`src/rtl/noc_ctrl_pkg.sv`:
```
// Shared definitions for the NIC port scheduler: FSM state encoding, NIC register
// select codes and the default data-path width.
package noc_ctrl_pkg;

  // Default NIC data-path (packet) width.
  localparam int unsigned DefaultDw = 64;

  // NIC register select codes driven on nic_addr.
  localparam logic [1:0] ADDR_DATA     = 2'b00;
  localparam logic [1:0] ADDR_IN_FULL  = 2'b01;
  localparam logic [1:0] ADDR_WRITE    = 2'b10;
  localparam logic [1:0] ADDR_OUT_FULL = 2'b11;

  // Scheduler FSM. Access states (StRdInf, StRdData, StRdOutf, StWr) each issue exactly
  // one NIC access; the check/capture states consume the registered NIC read data.
  typedef enum logic [2:0] {
    StIdle    = 3'd0,
    StRdInf   = 3'd1,
    StChkInf  = 3'd2,
    StRdData  = 3'd3,
    StCap     = 3'd4,
    StRdOutf  = 3'd5,
    StChkOutf = 3'd6,
    StWr      = 3'd7
  } nic_state_e;

endpackage

```
`src/rtl/rr_arb2.sv`:
```
// Two-way round-robin arbiter.
//   clk_i, rst_ni : clock, asynchronous active-low reset
//   req_i         : request vector, bit k = requester k
//   adv_i         : a grant was issued this cycle; advance the pointer
//   adv_idx_i     : requester that received that grant
//   win_o         : index of the current winner (0 when nothing is requested)
// The pointer names the preferred requester and only matters when both request.
module rr_arb2 (
  input  logic       clk_i,
  input  logic       rst_ni,
  input  logic [1:0] req_i,
  input  logic       adv_i,
  input  logic       adv_idx_i,
  output logic       win_o
);

  logic ptr_q, ptr_d;

  always_ff @(posedge clk_i or negedge rst_ni) begin
    if (!rst_ni) begin
      ptr_q <= 1'b0;
    end else begin
      ptr_q <= ptr_d;
    end
  end

  // After a grant, prefer the requester that was not just served.
  always_comb begin
    ptr_d = ptr_q;
    if (adv_i) begin
      ptr_d = ~adv_idx_i;
    end
  end

  always_comb begin
    unique case (req_i)
      2'b01:   win_o = 1'b0;
      2'b10:   win_o = 1'b1;
      2'b11:   win_o = ptr_q;
      default: win_o = 1'b0;
    endcase
  end

endmodule

```
`src/rtl/nic_port_sched.sv`:
```
// NIC port scheduler: time-shares a single-ported NIC register interface between a
// receive path (poll in_full, read data_reg into a holding register) and two transmit
// requesters (poll out_full, write the round-robin winner's packet).
//   clk, reset          : clock, asynchronous active-low reset
//   tx_req, tx_data0/1  : per-requester send request and packet
//   tx_gnt              : one-cycle pulse when requester k's packet is written
//   rx_valid, rx_data,
//   rx_ready            : received packet holding register with valid/ready handshake
//   nic_addr, nic_di,
//   nic_en, nic_we      : NIC register access (select, write data, enable, write enable)
//   nic_do              : NIC read data, valid the cycle after nic_en
module nic_port_sched
  import noc_ctrl_pkg::*;
#(
  parameter int unsigned DW = DefaultDw
) (
  input  logic          clk,
  input  logic          reset,
  input  logic [1:0]    tx_req,
  input  logic [DW-1:0] tx_data0,
  input  logic [DW-1:0] tx_data1,
  output logic [1:0]    tx_gnt,
  output logic          rx_valid,
  output logic [DW-1:0] rx_data,
  input  logic          rx_ready,
  output logic [1:0]    nic_addr,
  output logic [DW-1:0] nic_di,
  output logic          nic_en,
  output logic          nic_we,
  input  logic [DW-1:0] nic_do
);

  nic_state_e    state_q, state_d;
  logic          svc_q, svc_d;        // favoured IDLE slot: 0 = RX, 1 = TX
  logic          sel_q, sel_d;        // requester latched for the current TX sequence
  logic          rx_valid_q, rx_valid_d;
  logic [DW-1:0] rx_data_q, rx_data_d;

  logic          rx_elig, tx_elig, take_rx, take_tx;
  logic          arb_win;

  // RX is blocked while a packet is still held, so data_reg is never read over it.
  assign rx_elig = ~rx_valid_q;
  assign tx_elig = |tx_req;
  assign take_rx = rx_elig & (~svc_q | ~tx_elig);
  assign take_tx = tx_elig & (svc_q | ~rx_elig);

  rr_arb2 u_rr_arb2 (
    .clk_i     (clk),
    .rst_ni    (reset),
    .req_i     (tx_req),
    .adv_i     (state_q == StWr),
    .adv_idx_i (sel_q),
    .win_o     (arb_win)
  );

  always_ff @(posedge clk or negedge reset) begin
    if (!reset) begin
      state_q    <= StIdle;
      svc_q      <= 1'b0;
      sel_q      <= 1'b0;
      rx_valid_q <= 1'b0;
      rx_data_q  <= '0;
    end else begin
      state_q    <= state_d;
      svc_q      <= svc_d;
      sel_q      <= sel_d;
      rx_valid_q <= rx_valid_d;
      rx_data_q  <= rx_data_d;
    end
  end

  always_comb begin
    state_d    = state_q;
    svc_d      = svc_q;
    sel_d      = sel_q;
    rx_valid_d = rx_valid_q;
    rx_data_d  = rx_data_q;

    if (rx_valid_q && rx_ready) begin
      rx_valid_d = 1'b0;
    end

    unique case (state_q)
      StIdle: begin
        if (take_rx) begin
          state_d = StRdInf;
          svc_d   = ~svc_q;
        end else if (take_tx) begin
          state_d = StRdOutf;
          svc_d   = ~svc_q;
          sel_d   = arb_win;
        end
      end
      StRdInf:   state_d = StChkInf;
      StChkInf:  state_d = nic_do[0] ? StRdData : StIdle;
      StRdData:  state_d = StCap;
      StCap: begin
        rx_data_d  = nic_do;
        rx_valid_d = 1'b1;
        state_d    = StIdle;
      end
      StRdOutf:  state_d = StChkOutf;
      // A withdrawn request or a full NIC abandons the send without touching the pointer.
      StChkOutf: state_d = (!nic_do[0] && tx_req[sel_q]) ? StWr : StIdle;
      StWr:      state_d = StIdle;
      default:   state_d = StIdle;
    endcase
  end

  always_comb begin
    nic_en   = 1'b0;
    nic_we   = 1'b0;
    nic_addr = ADDR_DATA;
    nic_di   = '0;
    tx_gnt   = 2'b00;
    unique case (state_q)
      StRdInf: begin
        nic_en   = 1'b1;
        nic_addr = ADDR_IN_FULL;
      end
      StRdData: begin
        nic_en   = 1'b1;
        nic_addr = ADDR_DATA;
      end
      StRdOutf: begin
        nic_en   = 1'b1;
        nic_addr = ADDR_OUT_FULL;
      end
      StWr: begin
        nic_en   = 1'b1;
        nic_we   = 1'b1;
        nic_addr = ADDR_WRITE;
        nic_di   = sel_q ? tx_data1 : tx_data0;
        tx_gnt   = sel_q ? 2'b10 : 2'b01;
      end
      default: ;
    endcase
  end

  assign rx_valid = rx_valid_q;
  assign rx_data  = rx_data_q;

endmodule

```
`config.mk`:
```
export PLATFORM = sky130hd
export DESIGN_NAME = nic_port_sched
export DESIGN_NICKNAME = d
export VERILOG_FILES = /design/src/rtl/noc_ctrl_pkg.sv /design/src/rtl/rr_arb2.sv /design/src/rtl/nic_port_sched.sv
export SDC_FILE = /design/constraint.sdc
export NUM_CORES = 1
export LEC_CHECK = 0
export ABC_AREA = 1
export BUFFER_PORTS_ARGS = -buffer_cell sky130_fd_sc_hd__buf_2
export CORE_AREA = 2 2 128 130
export DETAILED_ROUTE_END_ITERATION = 16
export DIE_AREA = 0 0 130 132
export PLACE_DENSITY = 0.56
export RECOVER_POWER = 100
export SYNTH_ARGS = -nofsm -noshare
export SYNTH_HDL_FRONTEND = slang
export SYNTH_HIERARCHICAL = 1
export SYNTH_SLANG_ARGS = --single-unit
```
`constraint.sdc`:
```
create_clock -name clk -period 2.5 [get_ports clk]
set_input_delay 0.375 -clock clk [delete_from_list [all_inputs] [get_ports clk]]
set_output_delay 0.375 -clock clk [all_outputs]
set_load 0.01 [all_outputs]
```
Word-level counts from Yosys, hierarchy flattened
Cells that the tools add are included.
{ "word_totals": {"regBits": 71, "output_inout_bits": 135, "wordCells": 56} }
{ "classes": {"order_cmp": 1, "n_eq_ne": 10, "mux": 19, "n_bitwise": 9, "reduce_logical": 11} }
{ "ops": {"columns": ["cell", "count"], "rows": [
  ["$mux 64", 2],
  ["$pmux 3 s7", 1],
  ["$eq 3x3->1 const B", 4],
  ["$mux 3", 3],
  ["$mux 1", 8],
  ["$eq 3x2->1 const B", 2],
  ["$mux 2", 3],
  ["$pmux 2 s3", 1],
  ["$not 1->1", 5],
  ["$eq 2x2->1 const B", 2],
  ["$reduce_bool 2->1", 2],
  ["$reduce_or 2->1", 2],
  ["$reduce_or 4->1", 1],
  ["$eq 3x1->1 const B", 1],
  ["$logic_not 3->1", 1],
  ["$ne 3x3->1 const B", 1],
  ["$reduce_and 3->1", 1],
  ["$and 1x1->1", 2],
  ["$logic_and 1x1->1", 2],
  ["$lt 1x2->1 const B", 1],
  ["$or 1x1->1", 2],
  ["$pmux 1 s2", 1],
  ["$reduce_and 2->1", 1],
  ["$logic_not 1->1", 1]
]} }

Depth between registers and ports, before layout
Gate-level depths: netlist of the first run.
{ "logic_depth": {"ltp_word": 6, "depth_mapped": 6, "ltp_nobuf": 6} }

Hierarchy
The synthesis of the first run kept the hierarchy.
{ "modules_own_cells": {"columns": ["mod", "instances", "cells_per_inst", "area_each_um2"], "rows": [
  ["nic_port_sched", 1, 525, 3779.9],
  ["rr_arb2", 1, 10, 60.1]
]} }

Worst setup path before layout of the first run
OpenSTA, ideal clock, no wires.
{ "synth_path": {"path_kind": "register to output", "startpoint": "reg state_q[0]", "endpoint": "out nic_di[10]", "arrival_time_ps": 1094, "path_slack_ps": 1031, "stages_incl_launch_ff": 7, "path_buffers": 2, "cell_sequence": "dfrtp_1 nand3_4 nor2_4 buf_6 buf_8 nand2_2 nand2_1"} }
{ "synth_via": {"elab_chain_cells": 2} }
{ "synth_rtl": {"columns": ["element", "line_no", "text"], "rows": [
  ["start, declared", "nic_port_sched.sv:33", "nic_state_e state_q, state_d;"],
  ["start signal, assigned", "nic_port_sched.sv:59", "state_q <= StIdle;"],
  ["start signal, assigned", "nic_port_sched.sv:65", "state_q <= state_d;"],
  ["$eq 3x3->1", "nic_port_sched.sv:117", "unique case (state_q)"],
  ["$mux 64", "nic_port_sched.sv:117", null],
  ["end, declared", "nic_port_sched.sv:27", "output logic [DW-1:0] nic_di,"]
]} }
No other way between the ends.

Final worst setup path of the first run
{ "layout_path": {"startpoint": "reg state_q[0]", "endpoint": "out nic_di[49]"} }
Same word-level chain as after synthesis.

==> results of run 1 <==
state kept, by name (all words and copies together), names as in the netlist:
signal and cells:
rx_valid 1, svc_q 1, rx_data 64, state_q 3, sel_q 1, u_rr_arb2/ptr_q 1
power groups by stage:
stage	sequential [mW]	combinational [mW]	clock [mW]
2_1_floorplan	2.29	0.998	0
3_3_place_gp	2.05	2.23	0
3_5_place_dp	2.04	2.27	0
4_1_cts	2.05	2.25	1.46
5_1_grt	2.14	2.33	1.51
6_report	2.06	2.00	1.41
stage by stage:
step	utilization, %	hold slack (ps)	worst slack [ps]	area [um^2]	power, mW
global placement	35.8	450	614	5630	4.28
finish	36.7	224	251	5760	5.47
global route	36.7	239	71.4	5760	5.99
CTS	38.0	87.6	214	5970	5.76
floorplan	-	79.4	1030	3840	3.29
detailed placement	35.8	447	573	5630	4.31
path summary, 6_finish.rpt:
check	start	end	slack, ps	cells after the start
worst max-delay path	state_q[0]	nic_di[49]	250	6
worst min-delay path	rx_ready	rx_valid	220	2
worst max register to register	state_q[0]	rx_data[23]	400	5
worst min register to register	rx_data[1]	rx_data[1]	480	2
max in group asynchronous	reset	state_q[2]	650	2
min in group asynchronous	reset	rx_data[7]	410	1
logic make-up after synthesis:
family | Yosys count | share of synthesized area, %
compound gates | 65 | 8.47
buf+inv | 104 | 13.8
flops | 71 | 46.3
simple gates | 295 | 31.4
cell usage in the layout, fill, tap and decap left out:
cell type / instances
clkbuf_4: 1
buf_4: 1
clkbuf_1: 133
nand2_1: 255
clkbuf_8: 2
diode_2: 1
buf_2: 199
nand2_2: 20
nand3_4: 1
buf_12: 3
nor2_1: 7
o21ai_0: 65
clkbuf_16: 9
clkbuf_2: 1
nand3_1: 9
inv_6: 1
nand3b_1: 1
clkinvlp_4: 1
bufinv_16: 2
inv_1: 75
nor2_4: 1
nand3_2: 1
dfrtp_1: 71
layer usage:
metal	GRT usage, %	vias up
li1	-	2230
met1	17.2	1736
met2	28.7	201
met3	5.40	22
met4	6.09	2
met5	0	-
layout make-up:
type	instances	area, um^2
sequential	71	1780
tap	216	270
inverter	75	282
clock inverter	4	76.3
timing repair buffer	337	1570
antenna	1	2.50
multi-input combinational	360	1530
fill	1820	9950
clock buffer	12	256
==> flow_summary.toml, run 1 <==
[status]
run_status = "complete, but fails checks"
failed_checks = "capacitance limit, slew limit"

[synthesis]
synth_ff_type = "dfrtp_1"
synth.net_count = 732
synth_seq_cells = 71
synth_most_common_cell = "nand2_1"
yosys-top-cells-count = "255 x nand2_1, 75 x inv_1, 71 x dfrtp_1, 65 x o21ai_0, 20 x nand2_2"
synth_area_leaders = "dfrtp_1 46%, nand2_1 25%, o21ai_0 8.5%"
seq_area_frac_synth_pct = 46.3
syn-cell-area_um2 = 3840
yosys.area.top_type = "dfrtp_1"
synth_cell_types = 16
synth_cells = 535
yosysWarnings = 6
synthArstFlopShare_pct = 100
synth_area_per_cell_um2 = 7.18
synth_top_area_share_pct = 46.3
synth_edf_count = 0

[final_layout]
fin_cells = 1076
area_delta_synth_final_pct = 50.0
num-nets-final = 1051
drive_above_1_share_pct = 28.3

[route]
met3WireLength_um = 1330
routedWlPerCell_um = 13.3
met1Wirelength_um = 5580
vias = 4191
drt_iter0_drc = 143
drc = 0
via_per_inst = 3.89
drtPass1Iterations = 4
dr.max_layer_used = "met5"
route.met2.wl_um = 7080
antenna_left = 0
totalWireLength_um = 14300

[timing]
slew_viol_final = 29
setup_tns_ps = 0
setup_violations = 0
rsz0062_at_grt = "no"
min_period_ps = 2250
final-hold-violation-count = 0
worst_slew_pin_slew_ps = 1520
fin_skew_ps = 4.96
max_freq_mhz = 445
fin_crit_sh_pct = 90.0
slew_headroom_pct = -1.19

[floorplan]
fp.dieArea_um2 = 17200
core_um2 = 15700
die_w_um = 130
start_util_pct = 24.4
row_count = 46
die_y_um = 132
ioPinCount = 332

[clocking]
numCtsBuffers = 9
clk_pin_slew_ps = 60
hold_buffers = 0
cts_setup_buffers = 0
root_buffer = "clkbuf_16"
htree_levels = 3
cts_tree = "done"
clk_latency_ps = 330
max-clock-path-buffers = 2
cts_resized = 0
clock_sink_count = 71

[setup_path]
slowest_stage = "dfrtp_1"
required_ps = 2120
cp_max_fo = 65
arrival_ps = 1870
cp_cell_sequence = "nand3_4 -> nor2_1 -> buf_12 -> nand2_1 -> nand2_1 -> clkbuf_1"
crit_top_cell = "nand2_1"
critPathBufInv = 2
worstSetupPathType = "flop to primary output"
endpoint_kind = "primary output"
cpLargestDelayFamily = "simple AND/OR/NAND/NOR gates"
max_stage_delay_ps = 490
crit_path_start_kind = "flop"

[place]
io_buffers = 331
place_congestion = 0.781
post-place-cells = 1059
dpl.hpwl_um = 11700

[power_and_ir_drop]
ir_drop_mv = 0.495
clockPowerShare_pct = 25.8
cell_internal_pwr_mw = 3.37
p_seq_share_pct = 37.6
leakage_nw = 3.32
power_density_nw_per_um2 = 949
switching_share_pct = 38.3
p_sw_mw = 2.09
pwr-share-comb_pct = 36.6

[global_routing]
grt_first_pass_wirelength_um = 21100
antenna_found_initial = 3
grt_overflow = 0
grt.total_usage_pct = 16.0
grt_max_degree = 66
first_global_vias = 4032

[min_path]
hp-class = "input port to flop"

[run]
drv_cap = 1
Power figures use the tool's default switching activity.
==> run 2: changes to the inputs <==
- ABC_AREA: 1 -> 0
- CORE_AREA: 2 2 128 130 -> 2 2 130 132
- DIE_AREA: 0 0 130 132 -> 0 0 132 134
- PLACE_DENSITY: 0.56 -> 0.55
==> run 2 against run 1 <==
Net effect:
- the run now ends clean
- combinational power up 40%
- sequential share of layout area up 0.15 points
- power up 16%
- global-route usage up 0.26 points
- synthesized cell count down 41%
- die area up 3.1%
- cell count down 19%
- clock skew up 1.9 ps
- count of clock-buffer cells in the layout unchanged
- non-clock buffer count up 1
- maximum frequency up 1.3%
- synthesized area up 3.5%
- critical endpoint is now tx_gnt[1]
==> flow_summary.toml, run 2 <==
[synthesis]
synth_compound_area_share_pct = 1.45
synth_area_leaders = "dfrtp_1 45%, mux2_4 19%, mux2i_1 16%"
syn-cell-area_um2 = 3980
synth_seq_cells = 71
synth-simple-area-share_pct = 8.31
synthAdderAreaFrac_pct = 0
synth_ff_type = "dfrtp_1"
synth_cell_types = 27
synth_top_family_by_area = "multiplexers"
synth.net_count = 515
yosysWarnings = 6
yosys.area.top_type = "dfrtp_1"
synth_area_per_cell_um2 = 12.5
synth_most_common_cell = "dfrtp_1"
synth_xor_area_share_pct = 0.220
seq_area_frac_synth_pct = 44.7
synth_edf_count = 0
synthArstFlopShare_pct = 100
synth_top_area_share_pct = 44.7
yosys-top-cells-count = "71 x dfrtp_1, 69 x nor2_1, 65 x mux2i_1, 49 x mux2_4, 17 x mux2_2"
synth_cells = 318
synth.area.mux_share_pct = 39.7

[power_and_ir_drop]
power_density_nw_per_um2 = 1100
power.total_mw = 6.34
ir_drop_mv = 0.554
switching_share_pct = 37.3
clockPowerShare_pct = 21.4
pwr-share-comb_pct = 44.2
p_sw_mw = 2.36
cell_internal_pwr_mw = 3.97
p_seq_share_pct = 34.4
leakage_nw = 2.71

[setup_path]
worstSetupPathType = "flop to primary output"
arrival_ps = 1850
cp_max_fo = 66
endpoint_kind = "primary output"
required_ps = 2120
crit_path_start_kind = "flop"
timing.rr.start = "state_q[1]"
cp-startpoint = "state_q[0]"

[place]
place_congestion = 0.999
io_buffers = 331
post-place-cells = 851
dpl.hpwl_um = 12400

[route]
totalWireLength_um = 15000
drtPass1Iterations = 4
drt_iter0_drc = 68
via_per_inst = 4.21
drc = 0
routedWlPerCell_um = 17.3
antenna_left = 0
vias = 3661

[min_path]
hp-class = "input port to asynchronous set/reset pin"

[final_layout]
drive_above_1_share_pct = 37.2
num-nets-final = 839
fin_util_pct = 35.3
final_common_cell = "buf_2"
layout_common_cells = "201 x buf_2, 133 x clkbuf_1, 70 x dfrtp_1, 69 x nor2_1, 65 x mux2i_1"
area_delta_synth_final_pct = 44.5
largest_register_ff_count = 64
n_fill_cell = 1808
fin_cells = 869

[global_routing]
gr-max-usage-layer = "met2"
grt_first_pass_wirelength_um = 21900
grt_max_degree = 67
first_global_vias = 3803
antenna_found_initial = 5
grt.total_usage_pct = 16.3
grt_overflow = 0
grt_use_met1_pct = 17.6
met3_usage_pct = 5.33
grt_util_met2_pct = 30.0

[timing]
setup_violations = 0
worst_slew_pin_slew_ps = 956
rsz0062_at_grt = "no"
setup_tns_ps = 0
slew_viol_final = 0
max_freq_mhz = 450
fin_skew_ps = 6.83
min_period_ps = 2220
final-hold-violation-count = 0
fin_crit_sh_pct = 88.8
slew_headroom_pct = 36.3

[floorplan]
core_um2 = 16300
start_util_pct = 24.4
row_count = 47
ioPinCount = 332
die_y_um = 134
die_w_um = 132
fp.dieArea_um2 = 17700

[clocking]
clk_latency_ps = 330
max-clock-path-buffers = 2
cts_setup_buffers = 0
clk_pin_slew_ps = 50
cts_tree = "done"
cts_resized = 0
root_buffer = "clkbuf_16"
htree_levels = 3
clock_sink_count = 71
numCtsBuffers = 9
hold_buffers = 0

[run]
drv_cap = 0

[status]
run_status = "finished, final reports clean"
run 2: changes by cell type in the layout (fill, tap and decap cells not counted), moves of 50 or more:
cell     before  now
nand2_1     255    0
mux2i_1       0   65
nor2_1        7   69
mux2_1        0   50
inv_1        75    3
o21ai_0      65    0
run 2: kinds of logic (layout without fill, tap and decap cells):
family,after synthesis,after routing
buffers and inverters,28,356
flip-flops,71,71
XOR/XNOR,1,1
other,0,3
multiplexers,131,131
AND/OR/NAND/NOR,79,79
AO/OA/AOI/OAI,8,8
run 2: cell type report:
type                            instances  area [um^2]  share of cell area [%]
Sequential cell                        71         1780                    31.0
Tap cell                              220          275                    4.79
Clock buffer                           12          246                    4.29
Antenna cell                            3         7.51                   0.131
Multi-Input combinational cell        219         1790                    31.2
Inverter                                3         11.3                   0.196
Timing Repair Buffer                  338         1560                    27.2
Clock inverter                          3         67.6                    1.18
run 2: metal layers:
| layer | up-vias | wire length [um] |
|---|---|---|
| li1 | 1742 | - |
| met1 | 1700 | 5540 |
| met2 | 203 | 7910 |
| met3 | 16 | 1320 |
| met4 | 0 | 272 |
| met5 | - | 0 |
run 2: power by group through the flow:
stage	sequential (mW)	clock [mW]	combinational, mW
after global routing	2.27	1.45	3.06
after global placement	2.19	0	3.53
after CTS	2.21	1.40	3.58
after detailed placement	2.19	0	3.59
final	2.18	1.35	2.80
after floorplan	2.32	0	2.38
run 2: path summary, 6_finish.rpt:
path	cells past startpoint	slack (ps)	end
worst max-delay path	6	280	tx_gnt[1]
worst min-delay path	1	130	rx_data[6]
worst max register to register	3	460	rx_data[36]
worst min register to register	1	470	svc_q
max in group asynchronous	2	940	rx_data[33]
min in group clk	2	260	rx_data[62]
run 2: stage by stage:
| stage | hold WS [ps] | worst slack, ps | instance area, um^2 |
|---|---|---|---|
| final | 133 | 279 | 5740 |
| after floorplan | 79.4 | 886 | 3980 |
| after detailed placement | 465 | 597 | 5800 |
| after global routing | 185 | 172 | 5740 |
| after global placement | 463 | 610 | 5800 |
| after CTS | 166 | 233 | 6120 |
run 2: worst max-delay path, cell delays in order, from the launching register on:
cell and delay [ps]:
dfrtp_1 470, and2_0 230, nand2_2 100, buf_12 270, inv_1 120, and2_1 170
buf_2 130
